--- src/rtl/sdram_arb_pkg.sv ---
// rtl/sdram_arb_pkg.sv - shared types and timing constants for the SDRAM port arbiter
//
// Purpose: access-sequencer state type and the two fixed wait lengths used by
//          sdram_port_arb. No ports.
package sdram_arb_pkg;

  typedef enum logic [2:0] {
    ST_IDLE,
    ST_ISSUE,
    ST_WAIT_BUSY,
    ST_WAIT_DONE,
    ST_DONE,
    ST_RECOVER
  } arb_state_t;

  // Cycles to wait for ram_busy before assuming the controller served a cache hit.
  localparam int HIT_WAIT = 2;
  // Cycles both strobes are held low after an access so the next one is a fresh edge.
  localparam int RECOVER_LEN = 1;
  // Width of the shared per-state cycle counter; must hold HIT_WAIT-1 and RECOVER_LEN-1.
  localparam int CNT_W = 2;

endpackage

--- src/rtl/sdram_arb_pick.sv ---
// rtl/sdram_arb_pick.sv - combinational winner selection for the SDRAM port arbiter
//
// Purpose: picks exactly one requester from the valid vector.
//   SDRAM_ARB_RR_EN defined  : round-robin, search starts at ptr.
//   SDRAM_ARB_RR_EN undefined: fixed priority, lowest index wins, ptr ignored.
// Ports:
//   valid [NREQ]  : request vector
//   ptr   [IDX_W] : round-robin start index
//   grant [NREQ]  : one-hot winner (all zero when no request)
//   idx   [IDX_W] : winner index (0 when no request)
module sdram_arb_pick #(
  parameter int NREQ  = 3,
  parameter int IDX_W = 2
) (
  input  logic [NREQ-1:0]  valid,
  input  logic [IDX_W-1:0] ptr,
  output logic [NREQ-1:0]  grant,
  output logic [IDX_W-1:0] idx
);

`ifdef SDRAM_ARB_RR_EN
  // Scan from the farthest candidate down to ptr itself so the last hit,
  // i.e. the one closest to ptr, is the one that sticks.
  always_comb begin : rr_pick
    int               pos;
    logic [IDX_W-1:0] j;
    grant = '0;
    idx   = '0;
    pos   = 0;
    j     = '0;
    for (int i = NREQ - 1; i >= 0; i--) begin
      pos = int'(ptr) + i;
      if (pos >= NREQ) pos = pos - NREQ;
      j = IDX_W'(pos);
      if (valid[j]) begin
        grant = NREQ'(1) << j;
        idx   = j;
      end
    end
  end
`else
  logic unused_ptr;
  assign unused_ptr = ^ptr;

  always_comb begin : fixed_pick
    grant = '0;
    idx   = '0;
    for (int i = NREQ - 1; i >= 0; i--) begin
      if (valid[i]) begin
        grant = NREQ'(1) << i;
        idx   = IDX_W'(i);
      end
    end
  end
`endif

endmodule

--- src/rtl/sdram_port_arb.sv ---
// rtl/sdram_port_arb.sv - multi-requester front end for a single-byte SDRAM controller port
//
// Purpose: grants one requester at a time, issues an edge-sensed read or write
//          strobe to the controller, waits for completion (busy pulse or cache
//          hit), returns a one-cycle ack and the read byte.
// Config : SDRAM_ARB_RR_EN selects round-robin arbitration; default is fixed
//          priority with index 0 highest.
// Ports:
//   clk, init_n          : clock, synchronous active-low reset
//   req_valid/we/addr/din: per-requester level request and its payload
//   req_ack              : one-cycle completion pulse per requester
//   req_dout             : last read byte, valid from the ack cycle onwards
//   ram_addr/din/we/rd   : controller command port (strobes are edge-sensed)
//   ram_dout, ram_busy   : controller read data and busy flag
module sdram_port_arb
  import sdram_arb_pkg::*;
#(
  parameter int NREQ   = 3,
  parameter int ADDR_W = 25
) (
  input  logic                        clk,
  input  logic                        init_n,
  input  logic [NREQ-1:0]             req_valid,
  input  logic [NREQ-1:0]             req_we,
  input  logic [NREQ-1:0][ADDR_W-1:0] req_addr,
  input  logic [NREQ-1:0][7:0]        req_din,
  output logic [NREQ-1:0]             req_ack,
  output logic [7:0]                  req_dout,
  output logic [ADDR_W-1:0]           ram_addr,
  output logic [7:0]                  ram_din,
  output logic                        ram_we,
  output logic                        ram_rd,
  input  logic [7:0]                  ram_dout,
  input  logic                        ram_busy
);

  localparam int IDX_W = (NREQ > 1) ? $clog2(NREQ) : 1;

  arb_state_t       state, state_nxt;
  logic [CNT_W-1:0] cnt;
  logic [IDX_W-1:0] win_idx;
  logic             lat_we;
  logic [NREQ-1:0]  pick_grant;
  logic [IDX_W-1:0] pick_idx;
  logic [IDX_W-1:0] ptr;
  logic             grant_now;

  sdram_arb_pick #(.NREQ(NREQ), .IDX_W(IDX_W)) u_pick (
    .valid (req_valid),
    .ptr   (ptr),
    .grant (pick_grant),
    .idx   (pick_idx)
  );

  assign grant_now = (state == ST_IDLE) && (state_nxt == ST_ISSUE);

  // State register; cnt restarts on every state change and times the current state.
  always_ff @(posedge clk) begin
    if (!init_n) begin
      state <= ST_IDLE;
      cnt   <= '0;
    end else begin
      state <= state_nxt;
      cnt   <= (state_nxt != state) ? '0 : cnt + CNT_W'(1);
    end
  end

  always_comb begin
    state_nxt = state;
    case (state)
      ST_IDLE:      if (|pick_grant && !ram_busy) state_nxt = ST_ISSUE;
      ST_ISSUE:     state_nxt = ST_WAIT_BUSY;
      ST_WAIT_BUSY: begin
        if (ram_busy)                             state_nxt = ST_WAIT_DONE;
        else if (cnt == CNT_W'(HIT_WAIT - 1))     state_nxt = ST_DONE;
      end
      ST_WAIT_DONE: if (!ram_busy) state_nxt = ST_DONE;
      ST_DONE:      state_nxt = ST_RECOVER;
      ST_RECOVER:   if (cnt == CNT_W'(RECOVER_LEN - 1)) state_nxt = ST_IDLE;
      default:      state_nxt = ST_IDLE;
    endcase
  end

  always_comb begin
    ram_rd  = 1'b0;
    ram_we  = 1'b0;
    req_ack = '0;
    if (state inside {ST_ISSUE, ST_WAIT_BUSY, ST_WAIT_DONE, ST_DONE}) begin
      ram_we = lat_we;
      ram_rd = !lat_we;
    end
    if (state == ST_DONE) req_ack[win_idx] = 1'b1;
  end

  // Access payload is latched only at grant, so it cannot move mid-access
  // even if the requester changes or drops its inputs.
  always_ff @(posedge clk) begin
    if (!init_n) begin
      win_idx  <= '0;
      lat_we   <= 1'b0;
      ram_addr <= '0;
      ram_din  <= '0;
      req_dout <= '0;
    end else begin
      if (grant_now) begin
        win_idx  <= pick_idx;
        lat_we   <= req_we[pick_idx];
        ram_addr <= req_addr[pick_idx];
        ram_din  <= req_din[pick_idx];
      end
      // Capture on entry to DONE so the byte is already valid in the ack cycle.
      if (state != ST_DONE && state_nxt == ST_DONE && !lat_we) req_dout <= ram_dout;
    end
  end

`ifdef SDRAM_ARB_RR_EN
  always_ff @(posedge clk) begin
    if (!init_n)        ptr <= '0;
    else if (grant_now) ptr <= (pick_idx == IDX_W'(NREQ - 1)) ? '0 : pick_idx + IDX_W'(1);
  end
`else
  assign ptr = '0;
`endif

endmodule
--- config.mk ---
export PLATFORM = sky130hd
export DESIGN_NAME = sdram_port_arb
export DESIGN_NICKNAME = d
export VERILOG_FILES = /design/src/rtl/sdram_arb_pkg.sv /design/src/rtl/sdram_arb_pick.sv /design/src/rtl/sdram_port_arb.sv
export SDC_FILE = /design/constraint.sdc
export NUM_CORES = 1
export LEC_CHECK = 0
export ABC_AREA = 0
export CORE_ASPECT_RATIO = 1.1
export CORE_UTILIZATION = 39
export CTS_CLUSTER_DIAMETER = 150
export DETAILED_ROUTE_END_ITERATION = 6
export GPL_TIMING_DRIVEN = 0
export HOLD_SLACK_MARGIN = 0.02
export PLACE_DENSITY = 0.85
export SYNTH_ARGS = -nofsm -noshare
export SYNTH_HDL_FRONTEND = slang
export SYNTH_SLANG_ARGS = --single-unit
--- constraint.sdc ---
create_clock -name clk -period 3.1 [get_ports clk]
set_input_delay 0.31 -clock clk [delete_from_list [all_inputs] [get_ports clk]]
set_output_delay 0.31 -clock clk [all_outputs]
set_load 0.03 [all_outputs]
==> flow_metrics.env, run 1 <==
export IMPL_maxCapViolations=0
export IMPL_root_buffer="clkbuf_8"
export IMPL_placed_area_mm2=0.00424
export IMPL_coreArea_mm2=0.00619
export IMPL_first_pass_iters=4
export IMPL_drt_wl_total_mm=8.08
export IMPL_syn_num_nets=425
export IMPL_crit_path_start_kind="register"
export IMPL_synth_warnings=0
export IMPL_critPathCaptureType="output pin"
export IMPL_fin_tns_setup_ns=0
export IMPL_antenna_found_initial=0
export IMPL_start_util_pct=40.8
export IMPL_max_freq_mhz=436
export IMPL_irDropWorstVdd_v=0.000223
export IMPL_setup_violations=0
export IMPL_dieArea_mm2=0.00680
export IMPL_synth_cell_type_count=33
export IMPL_cts_tree="built"
export IMPL_critPathKind="reg2out"
export IMPL_grt_use_total_pct=23.2
export IMPL_setup_ws_ns=0.805
export IMPL_tightest_slew_ns=0.497
export IMPL_fin_nets=593
export IMPL_netlist_area_mm2=0.00253
export IMPL_cts_setup_buffers=0
export IMPL_finalCritPeriodShare_pct=74.0
export IMPL_netlist_instances=307
export IMPL_drc=0
export IMPL_route_met2_wl_mm=4.02
export IMPL_finalCriticalPeriod_ns=2.30
export IMPL_dpl_worst_slack_ns=0.688
export IMPL_clkLatencyLatePin_ns=0.30
export IMPL_diodes=0
export IMPL_cts_max_level=2
export IMPL_post_dp_hpwl_mm=6.15
export IMPL_clk_pin_slew_worst_paths_ns=0.08
export IMPL_grt_pass1_vias=2672
export IMPL_numPortBuffers=161
export IMPL_hold_viol=0
export IMPL_cp_cell_sequence="nor2_1 -> nand2_1 -> nor3b_1 -> clkdlybuf4s50_1"
export IMPL_place_congestion=0.783
export IMPL_cp_buffers_inverters=1
export IMPL_ant_nets=0
export IMPL_arrival_ns=1.99
export IMPL_synth_avg_cell_area_um2=8.23
export IMPL_skew_ns=0.00593
export IMPL_powerDensity_mw_per_mm2=411
export IMPL_r2r_slack_ns=1.34
export IMPL_area_growth_syn_to_layout_pct=72.4
export IMPL_synth_seq_cells=49
export IMPL_wl_per_cell_um=14.5
export IMPL_die_w_um=78.7
export IMPL_slew_violations=0
export IMPL_slowest_stage="clkdlybuf4s50_1"
export IMPL_num_vias=2887
export IMPL_status="completed"
export IMPL_vias_per_cell=5.19
export IMPL_postLayoutCellArea_mm2=0.00435
export IMPL_crit_family="buffers and inverters"
export IMPL_slowest_delay_ns=0.72
export IMPL_p_leak_nw=1.72
export IMPL_rsz0062_at_grt="no"
export IMPL_grt_pass1_wl_mm=12.5
export IMPL_drive_gt1_share_pct=4.41
export IMPL_hold_path_class="reg2reg"
export IMPL_clock_sinks=49
export IMPL_cts_buffers=5
export IMPL_grt_overflow=0
export IMPL_routedLengthMet1_mm=3.30
export IMPL_die_y_um=86.4
export IMPL_highest_layer="met4"
export IMPL_cts_resized=0
export IMPL_rows=30
export IMPL_wl_met3_um=639
export IMPL_grt_max_degree=15
export IMPL_ioPinCount=162
export IMPL_clockBufferDepth=2
export IMPL_first_iter_violations=113
export IMPL_slew_limit_headroom_pct=66.5
export IMPL_nFillCells=517
export IMPL_required_ns=2.79
export IMPL_ctsHoldBuffers=0
export IMPL_ys_seq_area_share_pct=38.8
export IMPL_path_max_fanout=8
-- final timing paths --
| kind | cells past startpoint | endpoint | startpoint |
|---|---|---|---|
| worst max-delay path | 4 | req_ack[2] | state[1] |
| worst min-delay path | 1 | ram_addr[7] | ram_addr[7] |
| worst max register to register | 5 | ram_addr[15] | state[2] |
| worst min register to register | 1 | ram_addr[7] | ram_addr[7] |
-- sequential cells by signal (all words and copies together), names as in the netlist --
name      count
state         3
lat_we        1
ram_din       8
req_dout      8
win_idx       2
ram_addr     25
cnt           2
-- worst reg2reg max path: cells and delay by family, from the launching register on --
kind	cells	cell delay (ns)
buffers and inverters	1	0.20
flip-flops	1	0.38
AO/OA/AOI/OAI	1	0.21
AND/OR/NAND/NOR	3	0.87
-- metal layers --
layer / vias up / GRT usage, %
li1: 1415 / -
met1: 1335 / 27.6
met2: 125 / 41.1
met3: 12 / 6.21
met4: 0 / 6.06
met5: - / 0
-- synth_stat cells --
cell | count | area [um2]
a32o_1 | 33 | 330
a2111oi_0 | 1 | 8.76
inv_1 | 5 | 18.8
nand2b_1 | 23 | 144
a2bb2oi_1 | 1 | 8.76
nor2_1 | 18 | 67.6
buf_2 | 1 | 5.00
nor4_1 | 1 | 6.26
nor4_2 | 1 | 12.5
xnor2_1 | 2 | 17.5
or4_1 | 1 | 7.51
nor3b_1 | 2 | 15.0
nor3b_2 | 1 | 12.5
nor2b_1 | 2 | 12.5
a221oi_2 | 1 | 15.0
dfxtp_1 | 49 | 981
a21oi_1 | 4 | 20.0
nand3_1 | 33 | 165
and2_4 | 1 | 8.76
nor3_1 | 3 | 15.0
ha_1 | 2 | 25.0
or2b_1 | 13 | 97.6
buf_6 | 2 | 22.5
or3_4 | 1 | 11.3
a21o_1 | 1 | 7.51
nor2_2 | 1 | 6.26
buf_4 | 5 | 37.5
mux2i_1 | 10 | 100
and3b_1 | 1 | 8.76
and3_1 | 1 | 6.26
clkbuf_1 | 15 | 56.3
nand2_1 | 71 | 267
a22o_1 | 1 | 8.76
-- stage by stage --
step                cells  utilization [%]  power (mW)  hold WS (ns)
global route          556             70.3        1.87         0.484
global placement      548             68.4        1.32         0.445
floorplan             307                -        1.04         0.428
finish                556             70.3        1.79         0.470
CTS                   556             70.3        1.81         0.475
detailed placement    548             68.4        1.33         0.454
-- cell type report --
class	count	area (um2)	area share, %
inverters	5	18.8	0.431
flip-flops and latches	49	981	22.5
multi-input cells	230	1410	32.3
repair buffers	161	1610	37.0
clock buffers	7	86.3	1.98
plain buffers	23	121	2.79
clock inverters	1	30.0	0.690
well taps	80	100	2.30
-- logic make-up after synthesis --
group	Yosys count	share of synthesized area [%]
flip-flops	49	38.8
AO/OA/AOI/OAI	42	15.8
adder cells (fa/ha/maj)	2	0.990
buffers and inverters	28	5.55
XOR/XNOR	2	0.694
multiplexers	10	3.96
AND/OR/NAND/NOR	174	34.2
-- power by group --
part,internal [mW],switching [mW]
logic,0.320,0.276
clock network,0.263,0.208
registers,0.686,0.0355
total,1.27,0.519
-- placed cells by master (no fill, tap or decap), drive strengths merged --
master and instances:
and3 1, ha 2, nor3b 3, nor3 3, nand3 33, nor2 19, and2 1, and3b 1
or4 1, nor4 2, mux2i 10, bufinv 1, buf 8, xnor2 2, a221oi 1, clkbuf 22
a21o 1, dfxtp 49, a22o 1, nand2 71, a2111oi 1, a32o 33, nand2b 23, nor2b 2
clkdlybuf4s50 161, or2b 13, inv 5, or3 1, a21oi 4, a2bb2oi 1
Note: power is estimated with default switching activity, not from simulation.
==> run 2, diff against run 1 <==
--- a/config.mk
+++ b/config.mk
@@ -7,12 +7,12 @@
 export LEC_CHECK = 0
 export ABC_AREA = 0
 export CORE_ASPECT_RATIO = 1.1
-export CORE_UTILIZATION = 39
+export CORE_UTILIZATION = 37
 export CTS_CLUSTER_DIAMETER = 150
 export DETAILED_ROUTE_END_ITERATION = 6
 export GPL_TIMING_DRIVEN = 0
 export HOLD_SLACK_MARGIN = 0.02
-export PLACE_DENSITY = 0.85
+export PLACE_DENSITY = 0.82
 export SYNTH_ARGS = -nofsm -noshare
 export SYNTH_HDL_FRONTEND = slang
 export SYNTH_SLANG_ARGS = --single-unit
==> constraint.sdc (replaced) <==
create_clock -name clk -period 2.4 [get_ports clk]
set_input_delay 0.24 -clock clk [delete_from_list [all_inputs] [get_ports clk]]
set_output_delay 0.24 -clock clk [all_outputs]
set_load 0.03 [all_outputs]
==> run 2 against run 1 <==
Net effect:
- wire length down 0.73%
- register-to-register slack got worse by 0.74 ns
- largest power group unchanged
- highest routed layer unchanged
- worst setup slack worse by 0.63 ns
==> flow_metrics.env, run 2 (synthesis results as in run 1) <==
export IMPL_setup_violations=0
export IMPL_reg2reg_depth=5
export IMPL_grt_overflow=0
export IMPL_critPathKind="reg2out"
export IMPL_slowest_delay_ns=0.71
export IMPL_crit_path_start_kind="register"
export IMPL_fin_nets=593
export IMPL_drive_gt1_share_pct=4.62
export IMPL_p_sw_uw=685
export IMPL_slowest_stage="clkdlybuf4s50_1"
export IMPL_r2r_start="state[2]"
export IMPL_numPortBuffers=161
export IMPL_path_max_fanout=8
export IMPL_critPathCaptureType="output pin"
export IMPL_grt_pass1_wl_mm=12.3
export IMPL_final_cell_mix="clkdlybuf4s50_1, nand2_1, dfxtp_1"
export IMPL_cts_max_level=2
export IMPL_hold_path_class="reg2reg"
export IMPL_grt_max_degree=16
export IMPL_antenna_found_initial=0
export IMPL_place_congestion=0.802
export IMPL_rows=31
export IMPL_fin_tns_setup_ns=0
export IMPL_cp_buffers_inverters=1
export IMPL_grt_pass1_vias=2698
export IMPL_cts_setup_buffers=0
export IMPL_first_iter_violations=68
export IMPL_total_power_mw=2.40
export IMPL_rsz0062_at_grt="no"
export IMPL_p_clk_share_pct=28.9
export IMPL_placed_area_mm2=0.00424
export IMPL_finalCritPeriodShare_pct=92.7
export IMPL_hold_viol=0
export IMPL_cts_buffers=5
export IMPL_area_growth_syn_to_layout_pct=73.2
export IMPL_clock_sinks=49
export IMPL_status="completed"
export IMPL_required_ns=2.16
export IMPL_first_pass_iters=6
export IMPL_p_sw_share_pct=28.6
export IMPL_skew_ns=0.00456
export IMPL_r2r_slack_ns=0.60
export IMPL_clockBufferDepth=2
export IMPL_drt_wl_total_mm=8.03
export IMPL_start_util_pct=38.3
export IMPL_arrival_ns=1.98
export IMPL_slew_violations=0
export IMPL_p_int_mw=1.71
export IMPL_finalCriticalPeriod_ns=2.22
export IMPL_wl_per_cell_um=14.4
export IMPL_cts_resized=0
export IMPL_die_y_um=88.7
export IMPL_post_dp_hpwl_mm=6.13
export IMPL_clk_pin_slew_worst_paths_ns=0.09
export IMPL_largest_register_ffs=25
export IMPL_diodes=0
export IMPL_crit_start="state[1]"
export IMPL_p_leak_nw=1.73
export IMPL_ctsHoldBuffers=0
export IMPL_top_regs="ram_addr x25, ram_din x8, req_dout x8"
export IMPL_cp_cell_sequence="nor2_1 -> nand2_1 -> nor3b_1 -> clkdlybuf4s50_1"
export IMPL_largest_register="ram_addr"
export IMPL_seqPwrFrac_pct=38.9
export IMPL_crit_family="buffers and inverters"
export IMPL_critPathCapture="req_ack[1]"
export IMPL_hold_slack_ns=0.472
export IMPL_clkLatencyLatePin_ns=0.30
export IMPL_vias_per_cell=5.09
export IMPL_grt_use_total_pct=22.4
export IMPL_cts_tree="built"
export IMPL_comb_power_share_pct=32.2
export IMPL_final_common_cell="clkdlybuf4s50_1"
export IMPL_ioPinCount=162
export IMPL_r2r_end="ram_addr[19]"
export IMPL_root_buffer="clkbuf_8"
export IMPL_maxCapViolations=0
export IMPL_postLayoutCellArea_mm2=0.00437
export IMPL_drc=0
export IMPL_coreArea_mm2=0.00659
export IMPL_cp_depth=4
export IMPL_dieArea_mm2=0.00716
export IMPL_die_w_um=80.8
export IMPL_powerDensity_mw_per_mm2=548
export IMPL_tightest_slew_ns=0.599
export IMPL_ant_nets=0
export IMPL_num_vias=2842
export IMPL_irDropWorstVdd_v=0.000283
export IMPL_max_freq_mhz=450
export IMPL_slew_limit_headroom_pct=59.9
run 2: cell count changes in the layout (fill, tap and decap cells not counted):
cell,delta
clkinv_2,+1
bufinv_16,+1
clkbuf_1,-1
clkbuf_8,-1
run 2: area by class of cell:
cell class                      instances  area, um2
Clock inverter                          3       65.1
Multi-Input combinational cell        230       1410
Timing Repair Buffer                  161       1610
Inverter                                5       18.8
Clock buffer                            5       68.8
Buffer                                 23        121
Tap cell                               82        103
Sequential cell                        49        981
Fill cell                             596       2220
run 2: worst min path at each step:
stage / startpoint / end / depth (start not counted)
after floorplan: init_n / cnt[1] / 2
after global placement: ram_addr[13] / ram_addr[13] / 1
after detailed placement: ram_addr[16] / ram_addr[16] / 1
after CTS: ram_din[7] / ram_din[7] / 1
after global routing: ram_addr[16] / ram_addr[16] / 1
final: ram_din[7] / ram_din[7] / 1
run 2: routing by layer:
metal | wire length [um] | global-route usage [%]
met5 | 0 | 0
met3 | 657 | 7.53
met2 | 4060 | 41.0
met4 | 140 | 6.82
met1 | 3170 | 24.3
run 2: stage by stage:
step	util, %	worst slack (ns)	cells
after floorplan	-	0.776	307
after global placement	64.3	0.0599	550
after detailed placement	64.3	0.0266	550
after CTS	66.3	0.166	558
after global routing	66.3	0.00709	558
final	66.3	0.176	558
run 2: power groups by stage:
stage	Clock (mW)	Sequential [mW]	Combinational (mW)
global route	0.746	0.943	0.831
global placement	0	0.947	0.763
finish	0.693	0.933	0.772
CTS	0.719	0.932	0.779
detailed placement	0	0.951	0.775
floorplan	0	1.06	0.280
